## src/rtl/sweep_dds.sv

```systemverilog
// Linear-frequency-sweep phase generator. The FCW steps from f_start to f_stop and is held
// for a programmable dwell per value. The top accumulator bits address the waveform ROM.
//
// state    | meaning
// ---------+-------------------------------------------------------------
// ST_IDLE  | no sweep; acc and fcw held at 0, waiting for start
// ST_SWEEP | accumulating phase, stepping fcw on each dwell terminal count
module sweep_dds #(
   parameter int ACC_W   = 32,
   parameter int ADDR_W  = 14,
   parameter int DWELL_W = 16
) (
   input  logic               sys_clk,
   input  logic               sys_rst_n,
   input  logic               start,
   input  logic               stop,
   input  logic [1:0]         mode,
   input  logic [ACC_W-1:0]   f_start,
   input  logic [ACC_W-1:0]   f_stop,
   input  logic [ACC_W-1:0]   f_step,
   input  logic [DWELL_W-1:0] dwell,
   output logic [ADDR_W-1:0]  addr,
   output logic [ACC_W-1:0]   fcw,
   output logic               busy,
   output logic               sweep_done,
   output logic               wrap
);

   localparam logic [0:0] ST_IDLE  = 1'b0;
   localparam logic [0:0] ST_SWEEP = 1'b1;

   localparam logic [1:0] MODE_SINGLE = 2'd0;
   localparam logic [1:0] MODE_REPEAT = 2'd1;
   localparam logic [1:0] MODE_TRI    = 2'd2;
   localparam logic [1:0] MODE_RSVD   = 2'd3;

   localparam logic DIR_UP   = 1'b0;
   localparam logic DIR_DOWN = 1'b1;

   logic [0:0]         state_q, state_d;
   logic [ACC_W-1:0]   acc_q, acc_d;
   logic [ACC_W-1:0]   fcw_q, fcw_d;
   logic               busy_q, busy_d;
   logic               done_q, done_d;
   logic               wrap_q, wrap_d;
   logic [DWELL_W-1:0] dwell_cnt_q, dwell_cnt_d;
   logic               dir_q, dir_d;

   // Latched sweep configuration (effective values after the 0 -> 1 and clamp rules)
   logic [1:0]         mode_q, mode_d;
   logic [ACC_W-1:0]   start_q, start_d;
   logic [ACC_W-1:0]   stop_q, stop_d;
   logic [ACC_W-1:0]   step_q, step_d;
   logic [DWELL_W-1:0] dwell_q, dwell_d;

   logic [ACC_W:0]     up_sum;
   logic [ACC_W:0]     down_floor;
   logic [ACC_W-1:0]   up_next;
   logic [ACC_W-1:0]   down_next;
   logic               step_evt;

   // Sums are one bit wider so clamping never sees a wrapped value
   always_comb begin
      up_sum     = {1'b0, fcw_q} + {1'b0, step_q};
      down_floor = {1'b0, start_q} + {1'b0, step_q};
      up_next    = (up_sum >= {1'b0, stop_q}) ? stop_q : up_sum[ACC_W-1:0];
      down_next  = ({1'b0, fcw_q} <= down_floor) ? start_q : (fcw_q - step_q);
      step_evt   = (dwell_cnt_q == (dwell_q - DWELL_W'(1)));
   end

   always_comb begin
      state_d     = state_q;
      acc_d       = acc_q;
      fcw_d       = fcw_q;
      busy_d      = busy_q;
      done_d      = 1'b0;
      wrap_d      = 1'b0;
      dwell_cnt_d = dwell_cnt_q;
      dir_d       = dir_q;
      mode_d      = mode_q;
      start_d     = start_q;
      stop_d      = stop_q;
      step_d      = step_q;
      dwell_d     = dwell_q;

      case (state_q)
         ST_IDLE: begin
            acc_d = '0;
            fcw_d = '0;
            if (start) begin
               mode_d      = (mode == MODE_RSVD) ? MODE_SINGLE : mode;
               start_d     = f_start;
               stop_d      = (f_start >= f_stop) ? f_start : f_stop;
               step_d      = (f_step == '0) ? ACC_W'(1) : f_step;
               dwell_d     = (dwell == '0) ? DWELL_W'(1) : dwell;
               fcw_d       = f_start;
               acc_d       = '0;
               dwell_cnt_d = '0;
               dir_d       = DIR_UP;
               busy_d      = 1'b1;
               state_d     = ST_SWEEP;
            end
         end

         ST_SWEEP: begin
            acc_d = acc_q + fcw_q;
            if (!step_evt) begin
               dwell_cnt_d = dwell_cnt_q + DWELL_W'(1);
            end else begin
               dwell_cnt_d = '0;
               if (dir_q == DIR_UP) begin
                  if (fcw_q < stop_q) begin
                     fcw_d = up_next;
                  end else begin
                     case (mode_q)
                        MODE_REPEAT: begin
                           fcw_d  = start_q;
                           wrap_d = 1'b1;
                        end
                        MODE_TRI: begin
                           dir_d  = DIR_DOWN;
                           fcw_d  = down_next;
                           wrap_d = (start_q == stop_q);
                        end
                        default: begin
                           state_d     = ST_IDLE;
                           busy_d      = 1'b0;
                           fcw_d       = '0;
                           acc_d       = '0;
                           dwell_cnt_d = '0;
                           done_d      = 1'b1;
                        end
                     endcase
                  end
               end else begin
                  if (fcw_q > start_q) begin
                     fcw_d = down_next;
                  end else begin
                     dir_d  = DIR_UP;
                     fcw_d  = up_next;
                     wrap_d = 1'b1;
                  end
               end
            end
         end

         default: begin
            state_d = ST_IDLE;
            busy_d  = 1'b0;
            acc_d   = '0;
            fcw_d   = '0;
         end
      endcase

      // Abort wins over everything, including a start in the same cycle
      if (stop) begin
         state_d     = ST_IDLE;
         acc_d       = '0;
         fcw_d       = '0;
         busy_d      = 1'b0;
         done_d      = 1'b0;
         wrap_d      = 1'b0;
         dwell_cnt_d = '0;
         dir_d       = DIR_UP;
      end
   end

   always_ff @(posedge sys_clk or negedge sys_rst_n) begin
      if (!sys_rst_n) begin
         state_q     <= ST_IDLE;
         acc_q       <= '0;
         fcw_q       <= '0;
         busy_q      <= 1'b0;
         done_q      <= 1'b0;
         wrap_q      <= 1'b0;
         dwell_cnt_q <= '0;
         dir_q       <= DIR_UP;
         mode_q      <= MODE_SINGLE;
         start_q     <= '0;
         stop_q      <= '0;
         step_q      <= ACC_W'(1);
         dwell_q     <= DWELL_W'(1);
      end else begin
         state_q     <= state_d;
         acc_q       <= acc_d;
         fcw_q       <= fcw_d;
         busy_q      <= busy_d;
         done_q      <= done_d;
         wrap_q      <= wrap_d;
         dwell_cnt_q <= dwell_cnt_d;
         dir_q       <= dir_d;
         mode_q      <= mode_d;
         start_q     <= start_d;
         stop_q      <= stop_d;
         step_q      <= step_d;
         dwell_q     <= dwell_d;
      end
   end

   assign addr       = acc_q[ACC_W-1 -: ADDR_W];
   assign fcw        = fcw_q;
   assign busy       = busy_q;
   assign sweep_done = done_q;
   assign wrap       = wrap_q;

endmodule

```

## config.mk

```make
export PLATFORM = sky130hd
export DESIGN_NAME = sweep_dds
export DESIGN_NICKNAME = d
export VERILOG_FILES = /design/src/rtl/sweep_dds.sv
export SDC_FILE = /design/constraint.sdc
export NUM_CORES = 1
export LEC_CHECK = 0
export CAP_MARGIN = 20
export CORE_MARGIN = 1
export CORE_UTILIZATION = 25
export DETAILED_ROUTE_END_ITERATION = 10
export DONT_BUFFER_PORTS = 1
export PLACE_DENSITY = 0.38
export SLEW_MARGIN = 20
export SYNTH_ARGS = -nofsm -noshare
export SYNTH_HDL_FRONTEND = slang
export SYNTH_SLANG_ARGS = --single-unit
export TNS_END_PERCENT = 1
```

## constraint.sdc

```tcl
create_clock -name sys_clk -period 8.5 [get_ports sys_clk]
set_clock_uncertainty 0.2 [all_clocks]
set_input_delay 1.7 -clock sys_clk [delete_from_list [all_inputs] [get_ports sys_clk]]
set_output_delay 1.7 -clock sys_clk [all_outputs]
set_load 0.1 [all_outputs]
```

# After elaboration in Yosys (flattened, before gate mapping)
# Cells that the tools add are included.
dict set report totals {
  ff_bits 199
  input_bits 118
  out_inout_bits 49
  elab_cells 100
}
dict set report classes {
  addsub 6
  magnitude_cmp 5
  eq_ne 10
  muxes 59
  n_bitwise 1
  reduce_logical 6
}
# op count
set op_table {}
lappend op_table {{2-to-1 mux 32 bit} 15}
lappend op_table {{one-hot mux 32 bit (2 select lines)} 3}
lappend op_table {{adder 32 x 32 -> 33 bit} 2}
lappend op_table {{2-to-1 mux 16 bit} 4}
lappend op_table {{greater-or-equal comparator 33 x 32 -> 1 bit} 1}
lappend op_table {{less-or-equal comparator 32 x 33 -> 1 bit} 1}
lappend op_table {{adder 32 bit} 1}
lappend op_table {{equality test 32 bit} 1}
lappend op_table {{greater-or-equal comparator 32 bit} 1}
lappend op_table {{> comparator 32 bit} 1}
lappend op_table {{zero test 32 bit} 1}
lappend op_table {{less-than comparator 32 bit} 1}
lappend op_table {{one-hot mux 16 bit (2 select lines)} 1}
lappend op_table {{subtractor 32 bit} 1}
lappend op_table {{2-to-1 mux 1 bit} 31}
lappend op_table {{adder 16 x 1 -> 16 bit (second input constant)} 1}
lappend op_table {{equality test 16 bit} 1}
lappend op_table {{zero test 16 bit} 1}
lappend op_table {{subtractor 16 x 1 -> 16 bit (second input constant)} 1}
lappend op_table {{inequality test 3 bit (second input constant)} 4}
lappend op_table {{one-hot mux 1 bit (2 select lines)} 4}
lappend op_table {{AND reduction 5 bit} 1}
lappend op_table {{equality test 2 bit (second input constant)} 2}
lappend op_table {{AND reduction 2 bit} 2}
lappend op_table {{other kinds (5)} 5}

# Longest topological paths before layout
dict set report logic_depth {
  word_depth 9
  mapped_depth 27
  depth_no_buf 25
}

# Least setup slack after synthesis
# No wires, ideal clock.
dict set report synth_path {
  path_type {flip-flop to flip-flop}
  from {register step_q[0]}
  to {register fcw_q[3], in the netlist fcw[3]}
  setup_time_ps 136
  arrival_ps 5755
  required_ps 8164
  slack_ps 2409
  path_stages_with_launch 24
  n_path_buf 0
  synth_period_minus_slack_ps 6091
  cell_sequence {dfstp_2 ha_1 inv_1 fa_1 nor2b_1 o31a_1 o21ai_1 o211a_1 o31ai_1 o21ai_0 o21a_1 xor2_1 ha_1 nand3_1 or4_1 or4_1 o21ai_1 nor4_1 or3_4 nor2_8 mux2_2 a22o_1 a21oi_1 o21ai_0}
}
dict set report synth_via {
  elab_chain_cells 9
  word_cells_on_any_way 14
  classes_between {3 x add/sub; 2 x order compare; 9 x mux}
}
# element line_no
set synth_lines {}
lappend synth_lines {{start, declared} 53} ;# logic [ACC_W-1:0] step_q, step_d;
lappend synth_lines {{start signal, assigned} 195} ;# step_q <= step_d;
lappend synth_lines {{adder 32 x 32 -> 33 bit} 65} ;# down_floor = {1'b0, start_q} + {1'b0, step_q};
lappend synth_lines {{less-or-equal comparator 32 x 33 -> 1 bit} 67} ;# down_next = ({1'b0, fcw_q} <= down_floor) ? start_q : (fcw_q - step_q);
lappend synth_lines {{2-to-1 mux 32 bit} 67}
lappend synth_lines {{one-hot mux 32 bit (2 select lines)} 115} ;# case (mode_q)
lappend synth_lines {{2-to-1 mux 32 bit} 112} ;# if (fcw_q < stop_q) begin
lappend synth_lines {{2-to-1 mux 32 bit *} 111} ;# if (dir_q == DIR_UP) begin
lappend synth_lines {{2-to-1 mux 32 bit *} 107} ;# if (!step_evt) begin
lappend synth_lines {{one-hot mux 32 bit (2 select lines) *} 86} ;# case (state_q)
lappend synth_lines {{2-to-1 mux 32 bit *} 156} ;# if (stop) begin
lappend synth_lines {{end signal, assigned} 186} ;# fcw_q <= fcw_d;
lappend synth_lines {{end, declared} 42} ;# logic [ACC_W-1:0] fcw_q, fcw_d;
# Mark *: on every way between the ends. The rest lies on a longest branch, timed or not. The select of a mux whose other input is x is not followed.
# A chain may end at the register's enable or synchronous reset.

# Worst setup path in the final report
dict set report layout_path {
  from {register step_q[0]}
  to {register fcw_q[15], in the netlist fcw[15]}
}
# The elaborated chain is that of the path after synthesis.

==> flow_summary.yaml <==
logic_synthesis:
  avgSynthCellArea_um2: 8.11
  synthArstFlopShare_pct: 100
  synth_cell_types: 88
  yosysWarningCount: 0
  seq_area_frac_synth_pct: 24.5
  synth_edf_count: 0
  synth_flop_cell: "dfrtp_1"
  synth_area_leader_cell: "dfrtp_1"
  synth_cells: 2509
  synth_top_cell_area_share_pct: 24.2
  synthTopCellsByArea: "dfrtp_1, ha_1, o21ai_0"
  synth_seq_cells: 199
  syn-cell-area_um2: 20400
  synth_nets: 2920
floorplan:
  die_area_um2: 82600
  initial_core_util_pct: 25.3
  ios: 167
  die_y_um: 287
  die_w_um: 287
  rows: 104
  coreArea_um2: 80500
timing:
  hold_viol: 0
  relSlewSlack_pct: 18.6
  rsz0062_at_grt: "no"
  finalCritPeriodShare_pct: 89.4
  worst_pin_slew_ns: 1.19
  setup_viol: 0
  layout_min_cycle_time_ns: 7.60
  slew_viol_final: 0
  tns_ns: 0
  fmax_ghz: 0.132
  fin_ws_ns: 0.902
power:
  power.density_nw_per_um2: 207
  p_leak_nw: 10.2
  ir_drop_uv: 102
placed_design:
  placed_area_um2: 21700
  gp_congestion: 0.929
  io_buffers: 0
  placedCellCount: 3523
  post-place-ws_ns: 0.980
  hpwl_um: 77300
global_route:
  antenna_found_initial: 2
  grt_start_max_net_pins: 200
  grt.overflow.total: 0
  grt.total_usage_pct: 23.3
  grt_pass1_wl_um: 139000
  grt_pass1_vias: 19000
setup_path:
  path_max_fanout: 37
  cp_slowest_cell: "o31ai_1"
  crit_arrival_ns: 7.81
  end_kind: "flip-flop"
  path_cells: "ha_1 -> inv_1 -> fa_1 -> nor2b_1 -> o31a_1 -> o21ai_1 -> o211a_1 -> o31ai_1 -> o21ai_0 -> o21a_1 -> xor2_1 -> ha_1 -> nand3_1 -> or4_1 -> or4_1 -> o21ai_1 -> nor4_1 -> or3_4 -> nor2_8 -> o21ai_4 -> a221oi_1 -> o22ai_1 -> a31o_2"
  cp_slowest_stage_delay_ns: 0.64
  worst_setup_path_start_kind: "flip-flop"
  worstSetupPathType: "reg -> reg"
  cp.required_ns: 8.71
cts:
  cts.hold.buffers_added: 0
  cts_sinks: 199
  cts.repair.resized: 0
  clkSlewWorstSetupHoldPaths_ns: 0.09
  htree_levels: 4
  cts_root_buffer: "clkbuf_16"
  numCtsBuffers: 17
  insertion_delay_ns: 0.53
  clock_path_buffers: 2
  cts_tree: "done"
  post_cts_buffers: 0
detailed_routing:
  drt_iter0_drc: 1798
  drc_errors: 0
  viasPerCell: 5.49
  drt-pass1-iter-count: 5
  route.antenna.remaining_nets: 0
  vias: 19500
  wl_per_cell_um: 27.2
  routed_wl_um: 96700
outcome:
  status: "complete, no violations"
job:
  cap_violations: 0
cells_and_area:
  final_area_um2: 22400
  nNetsFinal: 2893
  drive_gt1_share_pct: 5.89
  final-instance-count-excl-fill: 3557
  area_delta_synth_final_pct: 9.81
min_path:
  hp-class: "reg -> reg"
==> critical path: cells and delay by family, from the launching register on <==
kind                     cells  cell delay, ns
adder cells (fa/ha/maj)      3            0.94
XOR/XNOR                     1            0.15
AND/OR/NAND/NOR              7            2.54
flip-flops                   1            0.57
AO/OA/AOI/OAI               11            2.97
buffers and inverters        1            0.07
==> stage by stage <==
step | power, mW | utilization (%) | hold slack, ns
4_1_cts | 4.61 | 27.7 | 0.296
5_1_grt | 4.91 | 27.7 | 0.325
2_1_floorplan | 2.81 | - | 0.255
6_report | 4.62 | 27.8 | 0.299
3_5_place_dp | 3.64 | 27.0 | 0.283
3_3_place_gp | 3.63 | 27.0 | 0.272
==> synthesized netlist by cell type, types with 8 or more instances <==
cell type	number
a31oi_1	23
nand3_1	83
xor2_1	58
mux2i_1	16
buf_4	16
o221ai_1	42
a21o_1	74
xnor2_1	109
a22oi_1	27
nor4_1	25
nand2_1	243
o21a_1	13
o31ai_1	20
a21oi_1	176
clkbuf_1	81
nor2b_1	22
nor3_1	53
and3_1	18
buf_2	8
a2111oi_0	12
nand2b_1	19
dfrtp_1	197
nand4_1	42
a221o_1	12
nor3b_1	8
or2_2	8
o21ai_1	11
or4_1	12
o21bai_1	17
o211ai_1	21
o21ai_0	217
a211oi_1	30
a221oi_1	15
nor2_1	147
or3_1	8
a22o_1	18
ha_1	289
inv_1	188
==> cell usage in the layout (no fill, tap or decap), types with 21 or more instances in the layout <==
cell and n:
ha_1 289, nand2_1 243, o21ai_0 217, dfrtp_1 197, inv_1 188, a21oi_1 176
nor2_1 144, xnor2_1 109, nand3_1 83, a21o_1 74, buf_4 63, xor2_1 58
nor3_1 53, o221ai_1 42, nand4_1 42, a211oi_1 30, a22oi_1 27, nor4_1 25
a31oi_1 23, nor2b_1 21, o211ai_1 21
==> metal layers <==
layer	track usage, %	wire length (um)
met4	6.84	2160
met3	4.15	5600
met5	0	26
met2	38.3	45500
met1	30.9	43400
==> logic make-up after synthesis <==
| group | share of synthesized area, % |
|---|---|
| compound gates | 26.0 |
| simple gates | 17.1 |
| buf+inv | 5.93 |
| fa+ha+maj | 18.2 |
| flops | 24.5 |
| xor+xnor | 7.18 |
| mux | 1.12 |
==> worst paths after layout <==
path                           start           to  slack [ns]  depth (start not counted)
max in group asynchronous  sys_rst_n    step_q[8]        7.09                          0
min in group asynchronous  sys_rst_n  dwell_q[11]        0.67                          0
max reg2reg                step_q[0]      fcw[15]        0.90                         23
max                        step_q[0]      fcw[15]        0.90                         23
min reg2reg                step_q[0]    step_q[0]        0.30                          2
min                        step_q[0]    step_q[0]        0.30                          2
==> report_power, final <==
group	internal [mW]	switching, mW	total [mW]
combinational	0.836	1.60	2.44
clock	0.438	0.514	0.953
sequential	1.05	0.177	1.23
==> sequential cells by signal (all words and copies together) (netlist names) <==
register     count
acc_q           32
fcw             32
start_q         32
step_q          32
stop_q          32
dwell_cnt_q     16
dwell_q         16
mode_q           2
busy             1
dir_q            1
state_q          1
sweep_done       1
wrap             1
==> cell type report <==
type                       count  area (um2)
inverter                     189         709
antenna                        2        5.00
tap                         1060        1330
fill                        8659       58200
clock inverter                14         194
sequential                   199        4980
multi-input combinational   2011       14200
timing repair buffer          64         493
clock buffer                  18         439
(Power assumes the default switching activity.)
